==> src/rtl/seg_scan_pkg.sv <==
// Shared constants and types for the 6-digit segment display scanner.
// Digit 0 is the hours-tens position; patterns are segment-on = 1.
package seg_scan_pkg;

    localparam int N_DIGITS = 6;
    localparam int SEG_W    = 7;
    localparam int IDX_W    = $clog2(N_DIGITS);

    localparam logic [SEG_W-1:0] SEG_OFF = 7'h00;

    typedef enum logic {
        ST_BLANK,
        ST_SHOW
    } state_t;

    // One pattern per digit, digit 0 in the lowest slot
    typedef logic [N_DIGITS-1:0][SEG_W-1:0] frame_t;

    function automatic logic [N_DIGITS-1:0] dig_onehot(
        input logic [IDX_W-1:0] i
    );
        logic [N_DIGITS-1:0] one;
        one = {{(N_DIGITS-1){1'b0}}, 1'b1};
        return one << i;
    endfunction

endpackage

==> src/rtl/scan_timer.sv <==
// Blank/show sequencer for the digit scan: dwell counter, state and
// digit index, with strobes marking each state change and frame start.
module scan_timer
    import seg_scan_pkg::*;
#(
    parameter int DWELL_CYC = 1000,
    parameter int BLANK_CYC = 50
) (
    input  logic             clk,
    input  logic             rst_n,
    output logic             show,
    output logic             adv,
    output logic             frame,
    output logic [IDX_W-1:0] idx
);

    localparam int MAX_CYC = (DWELL_CYC > BLANK_CYC) ? DWELL_CYC : BLANK_CYC;
    localparam int CNT_W   = $clog2(MAX_CYC + 1);

    localparam logic [CNT_W-1:0] BLANK_LAST = CNT_W'(BLANK_CYC - 1);
    localparam logic [CNT_W-1:0] DWELL_LAST = CNT_W'(DWELL_CYC - 1);
    localparam logic [IDX_W-1:0] IDX_LAST   = IDX_W'(N_DIGITS - 1);

    state_t           state;
    state_t           state_nxt;
    logic [CNT_W-1:0] cnt;
    logic             done;

    // Current phase has run its full length this cycle
    always_comb begin
        done = 1'b0;
        unique case (state)
            ST_BLANK: done = (cnt == BLANK_LAST);
            ST_SHOW:  done = (cnt == DWELL_LAST);
            default:  done = 1'b0;
        endcase
    end

    // State register
    always_ff @(posedge clk or negedge rst_n) begin
        if (!rst_n) state <= ST_BLANK;
        else        state <= state_nxt;
    end

    // Next state: alternate blank and show once each phase expires
    always_comb begin
        state_nxt = state;
        if (done) begin
            unique case (state)
                ST_BLANK: state_nxt = ST_SHOW;
                ST_SHOW:  state_nxt = ST_BLANK;
                default:  state_nxt = ST_BLANK;
            endcase
        end
    end

    // Transition strobes for the output stage
    always_comb begin
        show = done && (state == ST_BLANK);
        adv  = done && (state == ST_SHOW);
    end

    // Phase counter restarts on every state change, so it never wraps
    always_ff @(posedge clk or negedge rst_n) begin
        if (!rst_n)                  cnt <= '0;
        else if (state_nxt != state) cnt <= '0;
        else                         cnt <= cnt + 1'b1;
    end

    // Digit index steps after each show and wraps after the last digit
    always_ff @(posedge clk or negedge rst_n) begin
        if (!rst_n)    idx <= '0;
        else if (adv)  idx <= (idx == IDX_LAST) ? '0 : idx + 1'b1;
    end

    // Frame pulse is high for the first blank cycle of digit 0
    always_ff @(posedge clk or negedge rst_n) begin
        if (!rst_n) frame <= 1'b0;
        else        frame <= adv && (idx == IDX_LAST);
    end

endmodule

==> src/rtl/seg_display_scanner.sv <==
// Time-multiplexes six segment patterns onto one shared bus with blanking,
// frame-coherent data latching and optional hours-tens zero suppression.
module seg_display_scanner
    import seg_scan_pkg::*;
#(
    parameter int               DWELL_CYC = 1000,
    parameter int               BLANK_CYC = 50,
    parameter bit               SEG_INV   = 1'b0,
    parameter bit               DIG_INV   = 1'b0,
    parameter bit               LZ_BLANK  = 1'b1,
    parameter logic [SEG_W-1:0] ZERO_PAT  = 7'h3F
) (
    input  logic                CLK,
    input  logic                RST,
    input  logic [SEG_W-1:0]    HRM,
    input  logic [SEG_W-1:0]    HRL,
    input  logic [SEG_W-1:0]    MIN_M,
    input  logic [SEG_W-1:0]    MIN_L,
    input  logic [SEG_W-1:0]    SEC_M,
    input  logic [SEG_W-1:0]    SEC_L,
    input  logic                UPD,
    output logic [SEG_W-1:0]    SEG,
    output logic [N_DIGITS-1:0] DIG,
    output logic                FRAME
);

    localparam logic [SEG_W-1:0]    SEG_MASK = {SEG_W{SEG_INV}};
    localparam logic [N_DIGITS-1:0] DIG_MASK = {N_DIGITS{DIG_INV}};

    logic             show;
    logic             adv;
    logic [IDX_W-1:0] idx;

    frame_t           live;
    frame_t           staging;
    frame_t           active;
    frame_t           active_nxt;
    logic             pend;
    logic [SEG_W-1:0] pat;

    scan_timer #(
        .DWELL_CYC (DWELL_CYC),
        .BLANK_CYC (BLANK_CYC)
    ) u_timer (
        .clk   (CLK),
        .rst_n (RST),
        .show  (show),
        .adv   (adv),
        .frame (FRAME),
        .idx   (idx)
    );

    assign live = {SEC_L, SEC_M, MIN_L, MIN_M, HRL, HRM};

    // Displayed set only moves at frame start; a same-cycle update bypasses
    always_comb begin
        active_nxt = active;
        if (FRAME) begin
            if (UPD)       active_nxt = live;
            else if (pend) active_nxt = staging;
        end
    end

    // Staging keeps the newest update until the next frame start commits it
    always_ff @(posedge CLK or negedge RST) begin
        if (!RST) begin
            staging <= '0;
            active  <= '0;
            pend    <= 1'b0;
        end else begin
            active <= active_nxt;
            if (UPD)        staging <= live;
            if (FRAME)      pend    <= 1'b0;
            else if (UPD)   pend    <= 1'b1;
        end
    end

    // Pattern for the digit about to light, with hours-tens zero blanked
    always_comb begin
        pat = active_nxt[idx];
        if (LZ_BLANK && (idx == '0) && (pat == ZERO_PAT)) pat = SEG_OFF;
    end

    // Pins change only when a digit lights or goes dark
    always_ff @(posedge CLK or negedge RST) begin
        if (!RST) begin
            SEG <= SEG_OFF ^ SEG_MASK;
            DIG <= DIG_MASK;
        end else if (show) begin
            SEG <= pat ^ SEG_MASK;
            DIG <= dig_onehot(idx) ^ DIG_MASK;
        end else if (adv) begin
            SEG <= SEG_OFF ^ SEG_MASK;
            DIG <= DIG_MASK;
        end
    end

endmodule

==> config.mk <==
export PLATFORM = sky130hd
export DESIGN_NAME = seg_display_scanner
export DESIGN_NICKNAME = d
export VERILOG_FILES = /design/src/rtl/seg_scan_pkg.sv /design/src/rtl/scan_timer.sv /design/src/rtl/seg_display_scanner.sv
export SDC_FILE = /design/constraint.sdc
export NUM_CORES = 1
export LEC_CHECK = 0
export CAP_MARGIN = 0
export CORE_MARGIN = 2
export CORE_UTILIZATION = 60
export DETAILED_ROUTE_END_ITERATION = 8
export PLACE_DENSITY_LB_ADDON = 0.08
export SETUP_SLACK_MARGIN = 0.05
export SLEW_MARGIN = 20
export SYNTH_ARGS = -nofsm -noshare
export SYNTH_HDL_FRONTEND = slang
export SYNTH_SLANG_ARGS = --single-unit
==> constraint.sdc <==
create_clock -name CLK -period 5.37 [get_ports CLK]
set_clock_uncertainty 0.05 [all_clocks]
set_input_delay 0.8055 -clock CLK [delete_from_list [all_inputs] [get_ports CLK]]
set_output_delay 0.8055 -clock CLK [all_outputs]
set_load 0.1 [all_outputs]
==> key figures, run 1 <==
Drt
  – 1st-pass router iterations: 6
  – # DRC: 0
  – Number of vias per cell: 6.27
  – Detailed router's first-iteration violation count: 283
  – DR WL met2: 6.00 mm
  – Routed len/inst: 19.7 microns
  – Wl on met1: 5.34 mm
  – DR WL met3: 606 microns
  – Highest metal used: met4
  – Antenna-violating nets left: 0
  – WL final: 12.3 mm
  – Vias post-DR: 3899

Critical path
  – Worst setup EP type: output pin
  – Crit-path slowest cell: clkdlybuf4s50_1
  – R2R Setup Slk: 2.16 ns
  – CP top delay family: buffers and inverters
  – Kind of critical path: flop to output pin
  – Buf/Inv on CP: 1
  – Worst path required time: 4.51 ns
  – Max stage delay on crit path: 1.29 ns
  – Data arrival, critical path: 2.78 ns
  – Crit-path cells: clkdlybuf4s50_1
  – CP Max Fanout: 28
  – Worst setup SP type: flop

Placement
  – Inst Count DP: 590
  – Dpl cell area: 5750 sq um
  – Detailed placement HPWL: 7.80 mm
  – IO buf count: 58
  – Gpl congestion: 0.843

Run status
  – Status: finished clean

Synth
  – Avg Inst Size Synth: 11.4 sq um
  – Ys async rst share: 100%
  – Post-Syn Instances: 453
  – Cell area after synthesis: 5190 sq um
  – Number of flops mapped to enable cells by yosys: 0
  – Register area share after synthesis: 54.5%
  – #FFs+latches synth: 113
  – Syn Nets: 502
  – Yosys warns: 0
  – Main synth FF type: dfrtp_1
  – Unique masters post-synth: 58

CTS
  – H-tree levels: 4
  – Clk slew on worst S/H paths: 0.06 ns
  – CTS Hold Bufs: 0
  – Post-CTS Setup Bufs: 0
  – CTS Buffer Depth: 2
  – Clock latency on the worst-skew pair: 0.52 ns
  – Cts repair resizes: 0
  – Clk sink count: 113
  – Root Driver: clkbuf_8
  – Num CTS Buffers: 17
  – CTS tree: done

STA
  – Final setup vio count: 0
  – Hold Fails Final Rpt: 0
  – Setup repair after global routing missed its margin: false
  – Post-layout min period: 3.64 ns
  – Worst slew margin: 24.7%
  – Highest clock rate: 0.275 GHz
  – Worst Tran Pin Value: 1.13 ns
  – TNS Setup: 0 ns
  – Final Max Slew Viols: 0
  – Final critical-path share of the clock period: 67.7%

Floorplanning
  – FP Rows: 33
  – Die Height: 97.0 microns
  – CORE AREA: 8300 sq um
  – Chip Width: 97.0 microns
  – Ports: 59
  – Die area: 9400 sq um
  – Starting Density: 62.5%

Worst hold path
  – Hold crit path type: input port to async pin

Finish
  – Commonest non-fill, non-tap cell in the layout: dfrtp_1
  – Antenna cell count: 0
  – Fillers: 536
  – Post-Layout Cell Count: 622
  – Util after Layout: 76.9%
  – Final net count: 553
  – Most frequent cells in the layout: 113 x dfrtp_1, 56 x clkdlybuf4s50_1, 46 x nor2_1
  – P&R area growth vs syn: 23.0%
  – Design Area, Final: 6380 sq um
  – Share of layout cells above drive strength 1: 17.0%

Pwr
  – Worst vdd ir: 0.305 mV
  – Combinational Power Share: 5.7%
  – P_leak: 2.82 nW
  – Pwr Density: 344 nW/um^2
  – Part of the power in registers: 40.9%
  – Sw Pwr: 0.470 mW
  – P_int: 1.73 mW
  – Clock power frac: 53.4%
  – Sw Ratio: 21.4%

Global route
  – Initial antenna violation count: 0
  – First-pass GRT wire length: 20.4 mm
  – GR Overflow Total: 0
  – Largest net degree at the start of global routing: 69
  – GRT Util Overall: 27.3%
  – Vias in the first global route: 4023

Job
  – Maxcap violations: 0
path summary, 6_finish.rpt:
| path | startpoint | to | depth (start not counted) |
|---|---|---|---|
| setup / recovery | u_timer.frame | FRAME | 1 |
| hold / removal | RST | staging[21] | 1 |
| setup reg to reg | pend | SEG[1] | 7 |
| hold reg to reg | active[4] | active[4] | 2 |
| max in group asynchronous | RST | staging[14] | 2 |
| min in group CLK | active[4] | active[4] | 2 |
power by group through the flow:
stage               logic (mW)  registers, mW  clock network (mW)
floorplan               0.0616          0.908                   0
detailed placement       0.124          0.913                   0
CTS                      0.126          0.899                1.18
global route             0.137          0.902                1.22
global placement         0.121          0.911                   0
finish                   0.125          0.899                1.17
Yosys cell counts (3+ instances only):
cell	n	area [sq um]
nand4bb_1	3	33.8
buf_4	3	22.5
a221o_1	9	90.1
and2_1	7	43.8
ha_1	4	50.1
nand2b_1	3	18.8
o221a_2	8	90.1
buf_6	4	45.0
nand3_1	7	35.0
inv_1	10	37.5
buf_1	6	22.5
nand2_1	30	113
a21o_1	6	45.0
a32o_1	8	80.1
dfrtp_1	113	2830
a22o_1	6	52.6
xor2_1	5	43.8
and4b_1	4	40.0
o21ai_0	7	35.0
or4bb_1	5	56.3
and3_1	4	25.0
nor2b_1	7	43.8
o22ai_1	23	144
xnor2_1	5	43.8
a21oi_1	25	125
a31oi_1	3	18.8
clkbuf_1	5	18.8
mux2i_1	4	40.0
buf_2	13	65.1
nor2_1	46	173
mux2_2	36	405
a31o_1	3	26.3
through the flow:
step                      worst slack (ns)  power [mW]  hold slack, ns
after floorplan                       2.52       0.969           0.389
after detailed placement              2.04        1.04           0.416
after global routing                  1.68        2.26           0.410
after CTS                             1.74        2.21           0.360
after global placement                2.13        1.03           0.413
final                                 1.73        2.20           0.333
cells by family (layout without fill, tap and decap cells):
family | after synthesis | after routing | share of synthesized area, %
AO/OA/AOI/OAI | 113 | 113 | 16.3
XOR/XNOR | 10 | 10 | 1.69
adder cells (fa/ha/maj) | 4 | 4 | 0.965
buffers and inverters | 42 | 106 | 4.15
flip-flops | 113 | 113 | 54.5
multiplexers | 42 | 42 | 9.24
AND/OR/NAND/NOR | 129 | 129 | 13.2
layout make-up:
cell class,count,area (sq um),area share (%)
tap,105,131,2.06
inverter,11,41.3,0.647
timing repair buffer,63,611,9.57
sequential,113,2830,44.3
clock buffer,19,442,6.92
multi-input combinational,298,2140,33.6
clock inverter,13,185,2.90
routing by layer:
metal	track usage [%]	vias to the layer above
li1	-	1782
met1	35.5	1946
met2	44.3	140
met3	6.72	31
met4	10.9	0
met5	0	-
registers in the layout, summed over array words and instances (netlist names):
register       count
u_timer.cnt       10
staging           42
active            42
pend               1
u_timer.state      1
DIG                6
u_timer.frame      1
SEG                7
u_timer.idx        3
Note: power is estimated with default switching activity, not from simulation.
==> run 2, diff against run 1 <==
--- a/config.mk
+++ b/config.mk
@@ -7,7 +7,7 @@
 export LEC_CHECK = 0
 export CAP_MARGIN = 0
 export CORE_MARGIN = 2
-export CORE_UTILIZATION = 60
+export CORE_UTILIZATION = 56
 export DETAILED_ROUTE_END_ITERATION = 8
 export PLACE_DENSITY_LB_ADDON = 0.08
 export SETUP_SLACK_MARGIN = 0.05
==> constraint.sdc (replaced) <==
create_clock -name CLK -period 3.6 [get_ports CLK]
set_clock_uncertainty 0.05 [all_clocks]
set_input_delay 0.54 -clock CLK [delete_from_list [all_inputs] [get_ports CLK]]
set_output_delay 0.54 -clock CLK [all_outputs]
set_load 0.1 [all_outputs]
==> run 2 against run 1 <==
  * Critical endpoint is now SEG[1]
  * Combinational power is 51% higher
  * Largest power group unchanged
  * Setup slack worse by 0.99 ns
  * Global-route usage is 1.5 points lower
  * Wire length is 2.2% lower
  * Hold slack worse by 0.35 ns
  * Count of clock-buffer cells in the layout is 7 higher
  * The run now ends with hold timing left
  * Final area is 0.84% lower
  * Sequential power is 49% higher
==> key figures, run 2 (synthesis gave the netlist of run 1 again) <==
Drt
  – Antenna-violating nets left: 0 (unchanged)
  – 1st-pass router iterations: 5 (was 6)
  – Vias post-DR: 3868 (was 3899)
  – Number of vias per cell: 6.15 (was 6.27)
  – # DRC: 0 (unchanged)
  – Detailed router's first-iteration violation count: 281 (was 283)
  – WL final: 12.0 mm (was 12.3 mm)
  – Routed len/inst: 19.1 microns (was 19.7 microns)

Global route
  – Initial antenna violation count: 0 (unchanged)
  – GRT Util Overall: 25.8% (was 27.3%)
  – Largest net degree at the start of global routing: 69 (unchanged)
  – Vias in the first global route: 3971 (was 4023)
  – First-pass GRT wire length: 19.8 mm (was 20.4 mm)
  – GR Overflow Total: 0 (unchanged)

Critical path
  – Worst path required time: 3.95 ns (was 4.51 ns)
  – Data arrival, critical path: 3.22 ns (was 2.78 ns)
  – Worst setup EP type: flop (was output pin)
  – CP most frequent cell: nand3_2
  – Kind of critical path: flop to flop (was flop to output pin)
  – R2R Setup Slk: 0.74 ns (was 2.16 ns)
  – Crit-path slowest cell: dfrtp_1 (was clkdlybuf4s50_1)
  – Worst Reg-to-Reg Cells: 8 (was 7)
  – CP Max Fanout: 25 (was 28)
  – Crit-path cells: o21a_1, buf_4, nor2_1, a21oi_1, a32oi_1, nand3_2, nand3_2, a32o_1 (was clkdlybuf4s50_1)
  – Max stage delay on crit path: 0.80 ns (was 1.29 ns)
  – Reg2reg end: SEG[1] (unchanged)
  – Worst setup SP type: flop (unchanged)
  – Worst r2r src: u_timer.frame (was pend)

STA
  – Hold Fails Final Rpt: 10 (was 0)
  – Final setup vio count: 0 (unchanged)
  – Worst hold slack: -0.0134 ns (was 0.333 ns)
  – Final critical-path share of the clock period: 79.5%
  – Worst slew margin: 34.8% (was 24.7%)
  – Worst Tran Pin Value: 0.975 ns (was 1.13 ns)
  – Final Max Slew Viols: 0 (unchanged)
  – Highest clock rate: 0.350 GHz
  – Post-layout min period: 2.86 ns
  – Setup repair after global routing missed its margin: false (unchanged)
  – TNS Setup: 0 ns (unchanged)

Finish
  – Footprint of the multi-input gates: 2140 sq um (unchanged)
  – Antenna cell count: 0 (unchanged)
  – Most frequent cells in the layout: 113 x dfrtp_1, 55 x clkdlybuf4s50_1, 46 x nor2_1 (was 113 x dfrtp_1, 56 x clkdlybuf4s50_1, 46 x nor2_1)
  – Register area: 2830 sq um (unchanged)
  – Commonest non-fill, non-tap cell in the layout: dfrtp_1 (unchanged)
  – Final net count: 556 (was 553)
  – Fillers: 703 (was 536)
  – Share of layout cells above drive strength 1: 16.8% (was 17.0%)
  – Biggest regs: active x42, staging x42, u_timer.cnt x10 (unchanged)
  – P&R area growth vs syn: 22.0% (was 23.0%)

Floorplanning
  – FP Rows: 35 (was 33)
  – Die Height: 100 microns (was 97.0 microns)
  – CORE AREA: 9110 sq um (was 8300 sq um)
  – Ports: 59 (unchanged)
  – Die area: 10000 sq um (was 9400 sq um)
  – Starting Density: 56.9% (was 62.5%)
  – Chip Width: 100 microns (was 97.0 microns)

CTS
  – Root Driver: clkbuf_8 (unchanged)
  – CTS Hold Bufs: 0 (unchanged)
  – Num CTS Buffers: 17 (unchanged)
  – Clk slew on worst S/H paths: 0.05 ns (was 0.06 ns)
  – CTS tree: done (unchanged)
  – Clk sink count: 113 (unchanged)
  – H-tree levels: 4 (unchanged)
  – CTS Buffer Depth: 2 (unchanged)
  – Clock latency on the worst-skew pair: 0.51 ns (was 0.52 ns)
  – Post-CTS Setup Bufs: 0 (unchanged)
  – Cts repair resizes: 0 (unchanged)

Run status
  – Failing checks: hold timing
  – Status: finished with violations (was finished clean)

Pwr
  – Worst vdd ir: 0.393 mV (was 0.305 mV)
  – Pwr Density: 476 nW/um^2 (was 344 nW/um^2)
  – P_leak: 2.81 nW (was 2.82 nW)

Placement
  – Gpl congestion: 0.920 (was 0.843)
  – IO buf count: 58 (unchanged)
  – Detailed placement HPWL: 7.96 mm (was 7.80 mm)

Job
  – Maxcap violations: 0 (unchanged)

Worst hold path
  – Hold crit path type: input port to async pin (unchanged)
-- run 2: cell types whose count changed in the layout (fill, tap and decap cells not counted), sizes merged --
cell / delta
buf: +4
clkdlybuf4s50: -1
clkinvlp: -3
bufinv: -4
clkbuf: +7
clkinv: -2
-- run 2: worst max-delay path by stage --
stage | start | to
global placement | UPD | SEG[1]
CTS | u_timer.frame | SEG[1]
global route | u_timer.frame | SEG[2]
finish | u_timer.frame | SEG[1]
detailed placement | UPD | SEG[1]
floorplan | u_timer.frame | SEG[1]
-- run 2: through the flow --
stage	std cells	setup WS (ns)	power [mW]	instance area [sq um]	utilization [%]
floorplan	453	0.747	1.45	5190	-
global placement	599	0.724	1.54	5790	63.6
detailed placement	599	0.639	1.55	5790	63.6
CTS	629	0.764	3.03	6330	69.5
global route	629	0.419	3.12	6330	69.5
finish	629	0.739	3.01	6330	69.5
-- run 2: power breakdown --
group / total (mW) / internal (mW) / switching [mW]
clock: 1.48 / 0.944 / 0.539
sequential: 1.34 / 1.32 / 0.0220
combinational: 0.189 / 0.102 / 0.0873
total: 3.01 / 2.36 / 0.648
-- run 2: area by class of cell --
class | count | share of cell area [%]
Clock buffer | 26 | 8.03
Tap cell | 111 | 2.19
Inverter | 11 | 0.653
Sequential cell | 113 | 44.7
Timing Repair Buffer | 66 | 10.2
Clock inverter | 4 | 0.395
Multi-Input combinational cell | 298 | 33.9
-- run 2: worst max-delay path, delay by kind of cell, from the launching register on --
| kind | cells | cell delay (ns) |
|---|---|---|
| simple gates | 3 | 0.36 |
| buf+inv | 1 | 0.34 |
| compound gates | 4 | 1.18 |
| flops | 1 | 0.80 |
-- run 2: per-layer routing --
layer	wire, microns	part of all wire (%)	up-vias	GRT usage (%)
li1	-	-	1771	-
met1	5310	44	1950	34.1
met2	5730	48	119	40.3
met3	665	5.5	28	7.80
met4	282	2.4	0	10.2
met5	0	0	-	0
